==> src/rtl/snake_pkg.sv <==
// ============================================================================
// Module : snake_pkg
// Brief  : Shared types, direction codes and helper functions for the snake
//          game sequencer.
// Rev    : 1.0
// ============================================================================
`default_nettype none

package snake_pkg;

    typedef enum logic [2:0] {
        ST_IDLE   = 3'd0,
        ST_FOOD   = 3'd1,
        ST_RUN    = 3'd2,
        ST_SETTLE = 3'd3,
        ST_EVAL   = 3'd4,
        ST_OVER   = 3'd5
    } state_t;

    localparam logic [1:0] DIR_LEFT  = 2'b00;
    localparam logic [1:0] DIR_RIGHT = 2'b01;
    localparam logic [1:0] DIR_UP    = 2'b10;
    localparam logic [1:0] DIR_DOWN  = 2'b11;

    // Opposite directions share the axis bit and differ in the sense bit.
    function automatic logic is_opposite(input logic [1:0] a, input logic [1:0] b);
        return (a[1] == b[1]) && (a[0] != b[0]);
    endfunction

    // max(tick_div - score*speed_step, min_div); compare before subtracting
    // so the difference never wraps.
    function automatic longint unsigned calc_period(
        input logic [7:0]      score,
        input longint unsigned tick_div,
        input longint unsigned speed_step,
        input longint unsigned min_div
    );
        longint unsigned w_red;
        w_red = 64'(score) * speed_step;
        if (w_red + min_div >= tick_div) begin
            return min_div;
        end
        return tick_div - w_red;
    endfunction

endpackage

`default_nettype wire

==> src/rtl/snake_game_ctrl_if.sv <==
// ============================================================================
// Module : snake_game_ctrl_if
// Brief  : Signal bundle between the snake sequencer and its neighbours
//          (debouncer, food generator, movement datapath).
// Rev    : 1.0
// ============================================================================
`default_nettype none

interface snake_game_ctrl_if #(
    parameter int MAX_LEN         = 16,
    parameter int NUM_LEN         = 10,
    parameter int MAX_LEN_BIT_LEN = 4
);
    logic                         start;
    logic                         btn_valid;
    logic [1:0]                   btn_dir;
    logic [MAX_LEN*NUM_LEN-1:0]   body_pos;
    logic                         should_stop;
    logic                         food_valid;
    logic [NUM_LEN-1:0]           food_pos;
    logic                         step;
    logic [1:0]                   di;
    logic [MAX_LEN_BIT_LEN-1:0]   len;
    logic                         food_req;
    logic [7:0]                   score;
    logic                         game_over;

    modport master (
        output start, btn_valid, btn_dir, body_pos, should_stop, food_valid, food_pos,
        input  step, di, len, food_req, score, game_over
    );

    modport slave (
        input  start, btn_valid, btn_dir, body_pos, should_stop, food_valid, food_pos,
        output step, di, len, food_req, score, game_over
    );
endinterface

`default_nettype wire

==> src/rtl/snake_tick_gen.sv <==
// ============================================================================
// Module : snake_tick_gen
// Brief  : Movement tick counter with enable, clear and runtime period;
//          flags the last count of each period.
// Rev    : 1.0
// ============================================================================
`default_nettype none

module snake_tick_gen #(
    parameter int TICK_W = 25
) (
    input  wire logic              clk,
    input  wire logic              rst_n,
    input  wire logic              i_en,
    input  wire logic              i_clr,
    input  wire logic [TICK_W-1:0] i_period,
    output logic                   o_wrap
);
    logic [TICK_W-1:0] r_cnt;

    assign o_wrap = i_en && (r_cnt == i_period - TICK_W'(1));

    always_ff @(posedge clk or negedge rst_n) begin
        if (!rst_n) begin
            r_cnt <= '0;
        end else if (i_clr || o_wrap) begin
            r_cnt <= '0;
        end else if (i_en) begin
            r_cnt <= r_cnt + TICK_W'(1);
        end
    end
endmodule

`default_nettype wire

==> src/rtl/snake_game_ctrl.sv <==
// ============================================================================
// Module : snake_game_ctrl
// Brief  : Snake game sequencer: move ticks, direction filtering, food,
//          growth and collision evaluation. Define SNAKE_SPEEDUP_EN to shrink
//          the move period as the score rises.
// Rev    : 1.0
// ============================================================================
`default_nettype none

module snake_game_ctrl
    import snake_pkg::*;
#(
    parameter int MAX_LEN         = 16,
    parameter int NUM_LEN         = 10,
    parameter int MAX_LEN_BIT_LEN = 4,
    parameter int INIT_LEN        = 3,
    parameter int TICK_DIV        = 25_000_000,
    parameter int TICK_W          = 25,
    parameter int SPEED_STEP      = 1_000_000,
    parameter int MIN_DIV         = 5_000_000
) (
    input  wire logic         clk,
    input  wire logic         rst_n,
    snake_game_ctrl_if.slave  ctrl_if
);
    localparam logic [MAX_LEN_BIT_LEN-1:0] c_INIT_LEN = MAX_LEN_BIT_LEN'(INIT_LEN);
    localparam logic [MAX_LEN_BIT_LEN-1:0] c_LEN_MAX  = MAX_LEN_BIT_LEN'(MAX_LEN - 1);

    state_t                     r_state;
    logic                       r_step;
    logic [1:0]                 r_di;
    logic [1:0]                 r_pend;
    logic [MAX_LEN_BIT_LEN-1:0] r_len;
    logic                       r_food_req;
    logic [7:0]                 r_score;
    logic                       r_game_over;
    logic [NUM_LEN-1:0]         r_food;
    logic                       r_settle;
    logic [TICK_W-1:0]          r_period;

    logic [NUM_LEN-1:0]         w_head;
    logic                       w_hit_body;
    logic                       w_hit_food;
    logic                       w_start_ok;
    logic                       w_wrap;
    logic [TICK_W-1:0]          w_period_next;

    assign w_head     = ctrl_if.body_pos[NUM_LEN-1:0];
    assign w_hit_food = (w_head == r_food);
    assign w_start_ok = ctrl_if.start && (r_state == ST_IDLE || r_state == ST_OVER);

`ifdef SNAKE_SPEEDUP_EN
    assign w_period_next = TICK_W'(calc_period(r_score, 64'(TICK_DIV),
                                               64'(SPEED_STEP), 64'(MIN_DIV)));
`else
    assign w_period_next = TICK_W'(TICK_DIV);
`endif

    // Only segments 1..len-1 belong to the live body.
    always_comb begin
        w_hit_body = 1'b0;
        for (int k = 1; k < MAX_LEN; k++) begin
            if (k < int'(r_len) &&
                ctrl_if.body_pos[k*NUM_LEN +: NUM_LEN] == w_head) begin
                w_hit_body = 1'b1;
            end
        end
    end

    snake_tick_gen #(
        .TICK_W (TICK_W)
    ) u_tick_gen (
        .clk      (clk),
        .rst_n    (rst_n),
        .i_en     (r_state == ST_RUN),
        .i_clr    (w_start_ok),
        .i_period (r_period),
        .o_wrap   (w_wrap)
    );

    always_ff @(posedge clk or negedge rst_n) begin
        if (!rst_n) begin
            r_state     <= ST_IDLE;
            r_step      <= 1'b0;
            r_di        <= DIR_RIGHT;
            r_pend      <= DIR_RIGHT;
            r_len       <= c_INIT_LEN;
            r_food_req  <= 1'b0;
            r_score     <= 8'd0;
            r_game_over <= 1'b0;
            r_food      <= '0;
            r_settle    <= 1'b0;
            r_period    <= TICK_W'(TICK_DIV);
        end else begin
            r_step     <= 1'b0;
            r_food_req <= 1'b0;

            // Filter against the committed direction; a later press replaces
            // an earlier one until the next step commits it.
            if (ctrl_if.btn_valid && r_state != ST_OVER &&
                !is_opposite(ctrl_if.btn_dir, r_di)) begin
                r_pend <= ctrl_if.btn_dir;
            end

            case (r_state)
                ST_IDLE, ST_OVER: begin
                    if (ctrl_if.start) begin
                        r_food_req  <= 1'b1;
                        r_len       <= c_INIT_LEN;
                        r_score     <= 8'd0;
                        r_di        <= DIR_RIGHT;
                        r_pend      <= DIR_RIGHT;
                        r_game_over <= 1'b0;
                        r_state     <= ST_FOOD;
                    end
                end
                ST_FOOD: begin
                    if (ctrl_if.food_valid) begin
                        r_food   <= ctrl_if.food_pos;
                        r_period <= w_period_next;
                        r_state  <= ST_RUN;
                    end
                end
                ST_RUN: begin
                    if (w_wrap) begin
                        r_step   <= 1'b1;
                        r_di     <= r_pend;
                        r_settle <= 1'b0;
                        r_state  <= ST_SETTLE;
                    end
                end
                ST_SETTLE: begin
                    if (r_settle) begin
                        r_settle <= 1'b0;
                        r_state  <= ST_EVAL;
                    end else begin
                        r_settle <= 1'b1;
                    end
                end
                ST_EVAL: begin
                    if (ctrl_if.should_stop || w_hit_body) begin
                        r_game_over <= 1'b1;
                        r_state     <= ST_OVER;
                    end else if (w_hit_food) begin
                        if (r_len != c_LEN_MAX) begin
                            r_len <= r_len + MAX_LEN_BIT_LEN'(1);
                        end
                        if (r_score != 8'hFF) begin
                            r_score <= r_score + 8'd1;
                        end
                        r_food_req <= 1'b1;
                        r_state    <= ST_FOOD;
                    end else begin
                        r_period <= w_period_next;
                        r_state  <= ST_RUN;
                    end
                end
                default: r_state <= ST_IDLE;
            endcase
        end
    end

    assign ctrl_if.step      = r_step;
    assign ctrl_if.di        = r_di;
    assign ctrl_if.len       = r_len;
    assign ctrl_if.food_req  = r_food_req;
    assign ctrl_if.score     = r_score;
    assign ctrl_if.game_over = r_game_over;
endmodule

`default_nettype wire

==> src/flat_wrapper.sv <==
// flat-port wrapper written by rule: the top's interface ports become plain ports
module snake_game_ctrl_flat import snake_pkg::*;
#(
    parameter int MAX_LEN         = 16,
    parameter int NUM_LEN         = 10,
    parameter int MAX_LEN_BIT_LEN = 4,
    parameter int INIT_LEN        = 3,
    parameter int TICK_DIV        = 25_000_000,
    parameter int TICK_W          = 25,
    parameter int SPEED_STEP      = 1_000_000,
    parameter int MIN_DIV         = 5_000_000
)
  (clk, rst_n, ctrl_if_start, ctrl_if_btn_valid, ctrl_if_btn_dir, ctrl_if_body_pos, ctrl_if_should_stop, ctrl_if_food_valid, ctrl_if_food_pos, ctrl_if_step, ctrl_if_di, ctrl_if_len, ctrl_if_food_req, ctrl_if_score, ctrl_if_game_over);
  snake_game_ctrl_if #(.MAX_LEN(MAX_LEN), .NUM_LEN(NUM_LEN), .MAX_LEN_BIT_LEN(MAX_LEN_BIT_LEN)) ctrl_if_i ();
  input  wire logic clk;
  input  wire logic rst_n;
  input wire logic [$bits(ctrl_if_i.start)-1:0] ctrl_if_start;
  input wire logic [$bits(ctrl_if_i.btn_valid)-1:0] ctrl_if_btn_valid;
  input wire logic [$bits(ctrl_if_i.btn_dir)-1:0] ctrl_if_btn_dir;
  input wire logic [$bits(ctrl_if_i.body_pos)-1:0] ctrl_if_body_pos;
  input wire logic [$bits(ctrl_if_i.should_stop)-1:0] ctrl_if_should_stop;
  input wire logic [$bits(ctrl_if_i.food_valid)-1:0] ctrl_if_food_valid;
  input wire logic [$bits(ctrl_if_i.food_pos)-1:0] ctrl_if_food_pos;
  output wire logic [$bits(ctrl_if_i.step)-1:0] ctrl_if_step;
  output wire logic [$bits(ctrl_if_i.di)-1:0] ctrl_if_di;
  output wire logic [$bits(ctrl_if_i.len)-1:0] ctrl_if_len;
  output wire logic [$bits(ctrl_if_i.food_req)-1:0] ctrl_if_food_req;
  output wire logic [$bits(ctrl_if_i.score)-1:0] ctrl_if_score;
  output wire logic [$bits(ctrl_if_i.game_over)-1:0] ctrl_if_game_over;
  assign ctrl_if_i.start = ctrl_if_start;
  assign ctrl_if_i.btn_valid = ctrl_if_btn_valid;
  assign ctrl_if_i.btn_dir = ctrl_if_btn_dir;
  assign ctrl_if_i.body_pos = ctrl_if_body_pos;
  assign ctrl_if_i.should_stop = ctrl_if_should_stop;
  assign ctrl_if_i.food_valid = ctrl_if_food_valid;
  assign ctrl_if_i.food_pos = ctrl_if_food_pos;
  assign ctrl_if_step = ctrl_if_i.step;
  assign ctrl_if_di = ctrl_if_i.di;
  assign ctrl_if_len = ctrl_if_i.len;
  assign ctrl_if_food_req = ctrl_if_i.food_req;
  assign ctrl_if_score = ctrl_if_i.score;
  assign ctrl_if_game_over = ctrl_if_i.game_over;
  snake_game_ctrl #(.MAX_LEN(MAX_LEN), .NUM_LEN(NUM_LEN), .MAX_LEN_BIT_LEN(MAX_LEN_BIT_LEN), .INIT_LEN(INIT_LEN), .TICK_DIV(TICK_DIV), .TICK_W(TICK_W), .SPEED_STEP(SPEED_STEP), .MIN_DIV(MIN_DIV)) u_core (.clk(clk), .rst_n(rst_n), .ctrl_if(ctrl_if_i));
endmodule
==> config.mk <==
export PLATFORM = sky130hd
export DESIGN_NAME = snake_game_ctrl_flat
export DESIGN_NICKNAME = d
export VERILOG_FILES = /design/src/rtl/snake_pkg.sv /design/src/rtl/snake_game_ctrl_if.sv /design/src/rtl/snake_tick_gen.sv /design/src/rtl/snake_game_ctrl.sv /design/src/flat_wrapper.sv
export SDC_FILE = /design/constraint.sdc
export NUM_CORES = 1
export LEC_CHECK = 0
export ABC_AREA = 0
export BUFFER_PORTS_ARGS = -buffer_cell sky130_fd_sc_hd__buf_2
export CAP_MARGIN = 0
export CORE_MARGIN = 2
export CORE_UTILIZATION = 50
export CTS_CLUSTER_SIZE = 8
export DETAILED_ROUTE_END_ITERATION = 6
export HOLD_SLACK_MARGIN = 0.05
export PLACE_DENSITY = 0.83
export SLEW_MARGIN = 20
export SYNTH_ARGS = -nofsm -noshare
export SYNTH_HDL_FRONTEND = slang
export SYNTH_SLANG_ARGS = --single-unit
==> constraint.sdc <==
create_clock -name clk -period 2.59 [get_ports clk]
set_input_delay 0.1295 -clock clk [delete_from_list [all_inputs] [get_ports clk]]
set_output_delay 0.1295 -clock clk [all_outputs]
set_load 0.03 [all_outputs]
; Word level (Yosys, flattened, before mapping)
; Cells that the tools add are included.
[word_totals]
ff_bits = 83
elab_cells = 159
in_bits = 178
out_inout_bits = 17
[classes]
n_reduce_logical = 38
order_cmp = 14
n_eq_ne = 36
addsub = 4
n_mux = 55
[ops]
columns = cell, count
row1 = 10-bit == test, 15
row2 = 25-bit 2-to-1 mux, 5
row3 = 25-bit case mux with 2 select lines, 1
row4 = 8-bit 2-to-1 mux, 4
row5 = 4-bit less-than comparator (first input constant), 7
row6 = 25-bit by 1-bit adder with 25-bit output (second input constant), 1
row7 = 25-bit == test, 1
row8 = 25-bit by 1-bit subtractor with 25-bit output (second input constant), 1
row9 = 1-bit 2-to-1 mux, 23
row10 = 1-bit logical AND, 19
row11 = 3-bit by 4-bit less-than comparator with 1-bit output (first input constant), 4
row12 = 4-bit 2-to-1 mux, 4
row13 = 8-bit case mux with 2 select lines, 1
row14 = 3-bit 2-to-1 mux, 5
row15 = 3-bit case mux with 5 select lines, 1
row16 = 2-bit 2-to-1 mux, 6
row17 = 2-bit by 1-bit inequality test with 1-bit output (second input constant), 6
row18 = 5-bit AND reduction, 2
row19 = 2-bit nonzero test, 5
row20 = 8-bit by 1-bit adder with 8-bit output (second input constant), 1
row21 = 2-bit by 4-bit less-than comparator with 1-bit output (first input constant), 2
row22 = 2-bit inequality test (second input constant), 4
row23 = 8-bit inequality test (second input constant), 1
row24 = 4-bit case mux with 2 select lines, 1
row25 = other kinds (18), 27

; Depth between registers and ports, before layout
[depth]
ltp_word = 19
ltp_mapped = 11
ltp_nobuf = 10

; Modules after synthesis
; Synthesis repeated with hierarchy kept, for this count alone.
[unflattened]
hier_cells = 707
hier_area_um2 = 6142.1
[modules_own_cells]
columns = module, cells_per_inst, area_each_um2, instances, seq_area_each_um2
row1 = snake_game_ctrl, 458, 4021.4, 1, 830.8
row2 = snake_tick_gen, 249, 2120.8, 1, 625.6

; Worst setup path after synthesis
; No wires, ideal clock.
[synth_timing]
path_type = register -> register
start = register u_core.r_len[2] (netlist: u_core.ctrl_if.len[2])
end = register u_core.r_score[6] (netlist: u_core.ctrl_if.score[6])
path_stages_with_launch = 11
path_slack_ns = 0.084
t_required_ns = 2.512
synth_period_minus_slack_ns = 2.506
n_path_buf = 2
t_arrival_ns = 2.428
setup_ns = 0.078
path_cell_list = dfrtp_1 clkbuf_1 nand3b_1 nand4_1 nor3_1 o41ai_2 nand4_1 and2_4 buf_6 or4_1 a21oi_1
[synth_via]
elab_chain_len = 19
word_cells_on_any_way = 45
cone_classes = order compare: 14 / eq/ne: 1 / mux: 14 / reduce/logical: 16
[synth_rtl]
columns = item, line
row1 = start: declaration, snake_game_ctrl.sv:33  ; logic [MAX_LEN_BIT_LEN-1:0] r_len;
row2 = start signal: assignment, snake_game_ctrl.sv:87  ; r_len <= c_INIT_LEN;
row3 = start signal: assignment, snake_game_ctrl.sv:109  ; r_len <= c_INIT_LEN;
row4 = start signal: assignment, snake_game_ctrl.sv:146  ; r_len <= r_len + MAX_LEN_BIT_LEN'(1);
row5 = 1-bit by 4-bit less-than comparator with 1-bit output, snake_game_ctrl.sv:63  ; if (k < int'(r_len) &&
row6 = 1-bit logical AND, snake_game_ctrl.sv:63
row7 = 1-bit 2-to-1 mux (13 in series), snake_game_ctrl.sv:63
row8 = 1-bit 2-to-1 mux (*), snake_game_ctrl.sv:63
row9 = 1-bit logical OR (*), snake_game_ctrl.sv:141  ; if (ctrl_if.should_stop || w_hit_body) begin
row10 = 2-bit inequality test (no source line) (*), -
row11 = 5-bit AND reduction (no source line) (*), -
row12 = end signal: assignment, snake_game_ctrl.sv:149  ; r_score <= r_score + 8'd1;
row13 = end: declaration, snake_game_ctrl.sv:35  ; logic [7:0] r_score;
; Every way passes the cells marked *; elsewhere a longest branch is shown, timed or not.
; A chain may end at the register's enable or synchronous reset.

; Worst setup path in the final report
[layout_timing]
start = register u_core.r_len[2] (netlist: u_core.ctrl_if.len[2])
end = register u_core.r_len[2] (netlist: u_core.ctrl_if.len[2])
[layout_via]
elab_chain_len = 19
word_cells_on_any_way = 52
cone_classes = add/sub: 1 / order compare: 14 / eq/ne: 3 / mux: 18 / reduce/logical: 16
[layout_rtl]
columns = item, line
row1 = 1-bit by 4-bit less-than comparator with 1-bit output, snake_game_ctrl.sv:63
row2 = 1-bit logical AND, snake_game_ctrl.sv:63
row3 = 1-bit 2-to-1 mux (14 in series), snake_game_ctrl.sv:63
row4 = 1-bit logical OR, snake_game_ctrl.sv:141
row5 = 2-bit inequality test (no source line), -
row6 = 5-bit AND reduction (no source line), -
; Parallel ways exist; a longest one is shown, timed or not. The select of a mux whose other input is x is not followed.

==> results.py <==
metrics = {
    "outcome": {
        "run_status": "complete, no violations",
    },
    "synthesis": {
        "synthMuxAreaShare_pct": 3.353,
        "async_flop_share_pct": 100.0,
        "synthFlopType": "dfrtp_1",
        "synth-compound-area-share_pct": 7.192,
        "syn_nets": 716,
        "synth.most_common_cell": "xnor2_1",
        "syn_inst": 534,
        "ys_seq_elements": 58,
        "synthXorXnorAreaFrac_pct": 31.17,
        "synthesis.area_um2": 4888,
        "synth_edf_count": 0,
        "yosysUniqueCellTypes": 55,
        "synthSimpleGateAreaFrac_pct": 20.53,
        "synth_warnings": 0,
        "ys_top_cells_by_area": "dfrtp_1, xnor2_1, xor2_1",
        "synth_common_cells": "xnor2_1, xor2_1, dfrtp_1",
        "synth_top_area_share_pct": 27.64,
        "synth_top_family_by_area": "XOR/XNOR gates",
        "avgSynthCellArea_um2": 9.154,
        "synth_top_area_cell": "dfrtp_1",
        "yosys.area_share.adder_pct": 1.024,
        "seq_area_frac_synth_pct": 29.79,
    },
    "global_route": {
        "grt_usage_pct": 28.93,
        "antenna_found_initial": 2,
        "grt_pass1_vias": 4881,
        "grt_max_degree": 35,
        "grt_pass1_wl_um": 23340,
        "grt_overflow": 0,
    },
    "drt": {
        "ant_nets": 0,
        "routed_wl_um": 15420,
        "avgRoutedWirePerCell_um": 17.52,
        "via_per_inst": 5.538,
        "drc": 0,
        "via_count": 4873,
        "drt_iter0_markers": 242,
        "firstDrtPassIters": 5,
    },
    "cts": {
        "cts_buffers": 9,
        "worstSkewPairLatency_ps": 350,
        "clk_pin_slew_ps": 70,
        "ctsRootBufferMaster": "clkbuf_8",
        "cts.sinks": 58,
        "tritoncts": "built",
        "h-tree-depth": 3,
        "cts_max_path_buffers": 2,
    },
    "worst_setup_path": {
        "cpLargestDelayFamily": "compound AO/OA/AOI/OAI gates",
        "path_buf_inv": 2,
        "startpoint_type": "flip-flop",
        "path_class": "reg2reg",
        "crit_slowest_cell": "dfrtp_1",
        "worstPathCellList": "buf_4, nand3b_1, nand4_1, nor3_1, o41ai_2, nand4_1, a21o_1, buf_4, o31ai_1, o21ai_1",
        "cp_max_fo": 9,
        "critPathRequiredTime_ps": 2810,
        "critPathArrivalTime_ps": 2710,
        "slowest_delay_ps": 410,
        "r2r_setup_slack_ps": 90,
        "cp-end-kind": "flip-flop",
    },
    "floorplanning": {
        "dieArea_um2": 10580,
        "die_width_um": 102.9,
        "core_um2": 9639,
        "die_y_um": 102.9,
        "rows": 36,
        "initial_core_util_pct": 50.71,
        "ios": 195,
    },
    "sta": {
        "max_freq_mhz": 400.5,
        "skew_ps": 11.49,
        "period_share_pct": 96.40,
        "worst_pin_slew_ps": 540.7,
        "setup_viol_count_final": 0,
        "finalWorstPathRequiredPeriod_ps": 2497,
        "hold_violations": 0,
        "tns_ps": 0,
        "slew_violations": 0,
        "rsz0062_at_grt": "yes",
        "slew_headroom_pct": 63.95,
        "setup_ws_ps": 93.30,
    },
    "layout": {
        "num-nets-final": 922,
        "drive_above_1_share_pct": 34.63,
        "area_growth_pct": 31.58,
        "utilization_pct": 66.73,
    },
    "placed_design": {
        "dpl.hpwl_um": 11400,
        "place_congestion": 0.9617,
        "port_buffers": 184,
        "place_ws_ps": -54.34,
    },
    "pwr": {
        "vdd_drop_max_v": 0.0006639,
        "p_leak_nw": 2.956,
        "powerDensity_nw_per_um2": 584.1,
    },
    "flow_run": {
        "maxCapViolCount": 0,
    },
    "worst_hold_path": {
        "hold_path_class": "in2reg",
    },
}
-- flip-flops by register name, indices dropped and copies added, names as in the netlist --
register / flops
u_core.r_pend: 2
u_core.u_tick_gen.r_cnt: 25
u_core.ctrl_if.step: 1
u_core.ctrl_if.food_req: 1
u_core.ctrl_if.di: 2
u_core.r_settle: 1
u_core.r_state: 3
u_core.r_food: 10
u_core.ctrl_if.score: 8
u_core.ctrl_if.game_over: 1
u_core.ctrl_if.len: 4
-- routing by layer --
layer	vias up	global-route usage, %	wire length, um
met5	-	0	0
met1	2334	32.19	5684
li1	2253	-	-
met4	0	12.96	544
met3	49	6.576	1205
met2	237	52.50	7984
-- power by group --
group	switching [mW]	leakage (nW)	total (mW)	internal, mW
Combinational	0.784	2.08	1.47	0.688
Clock	0.385	0.111	1.02	0.636
Sequential	0.176	0.761	1.26	1.09
-- final cells by class --
cell class | count | area, um^2
inverter | 13 | 48.80
clock inverter | 7 | 117.6
sequential | 58 | 1458
antenna | 2 | 5.005
timing repair buffer | 225 | 1359
tap | 133 | 166.4
multi-input combinational | 433 | 3154
clock buffer | 9 | 123.9
fill | 774 | 3207
-- cells by family after synthesis --
family          Yosys count
compound gates           50
xor+xnor                174
fa+ha+maj                 4
buf+inv                  43
flops                    58
mux                      15
simple gates            190
-- worst paths after layout --
path	cells past startpoint	end	startpoint
setup / recovery	10	u_core.ctrl_if.len[2]	u_core.ctrl_if.len[2]
hold / removal	3	u_core.r_pend[1]	ctrl_if_btn_dir[1]
setup reg to reg	10	u_core.ctrl_if.len[2]	u_core.ctrl_if.len[2]
hold reg to reg	1	u_core.ctrl_if.game_over	u_core.ctrl_if.game_over
max in group asynchronous	3	u_core.ctrl_if.len[1]	rst_n
min in group asynchronous	3	u_core.r_food[0]	rst_n
-- tightest hold or removal path, cell delays in order --
cell and delay (ps):
buf_2 90, mux2i_1 60, nor2_1 100
-- cell usage in the layout (no fill, tap or decap), types with 3 or more instances in the layout --
cell type and count:
nand3_1 18, nand2b_1 6, o31ai_1 5, nand3b_1 4
xnor2_1 93, nor3_1 11, dfrtp_1 53, or3_1 6
xor2_1 81, clkinvlp_4 3, buf_4 21, dfstp_2 4
nand2_1 28, o21ai_0 6, o21ai_1 4, inv_1 10
a21oi_1 12, and4_1 3, or4_1 5, dlygate4sd3_1 12
nand4_1 24, o211ai_1 4, nor2b_1 3, buf_12 8
buf_2 184, bufinv_16 3, mux2_2 10, and3_1 12
mux2i_1 4, nor4_1 16, clkbuf_8 9, nor2_1 42
and2_1 3, o2111ai_1 3
-- through the flow --
step,instances,area [um^2],hold slack [ps],power (mW)
2_1_floorplan,534,4888,-166.1,2.189
3_3_place_gp,846,5973,131.0,2.591
3_5_place_dp,846,5973,142.8,2.669
4_1_cts,875,6345,67.12,3.738
5_1_grt,880,6432,106.7,3.980
6_report,880,6432,84.11,3.757
-- repair_timing --
action / CTS / global route
gates resized for setup: 1 / 13
endpoints found under the setup margin: 1 / 7
hold endpoints to repair: 67 / 0
hold buffers: 12 / 0
buffers inserted: 1 / 3
pin swaps: 1 / 5
No activity file was read; power rests on OpenSTA's default activity.
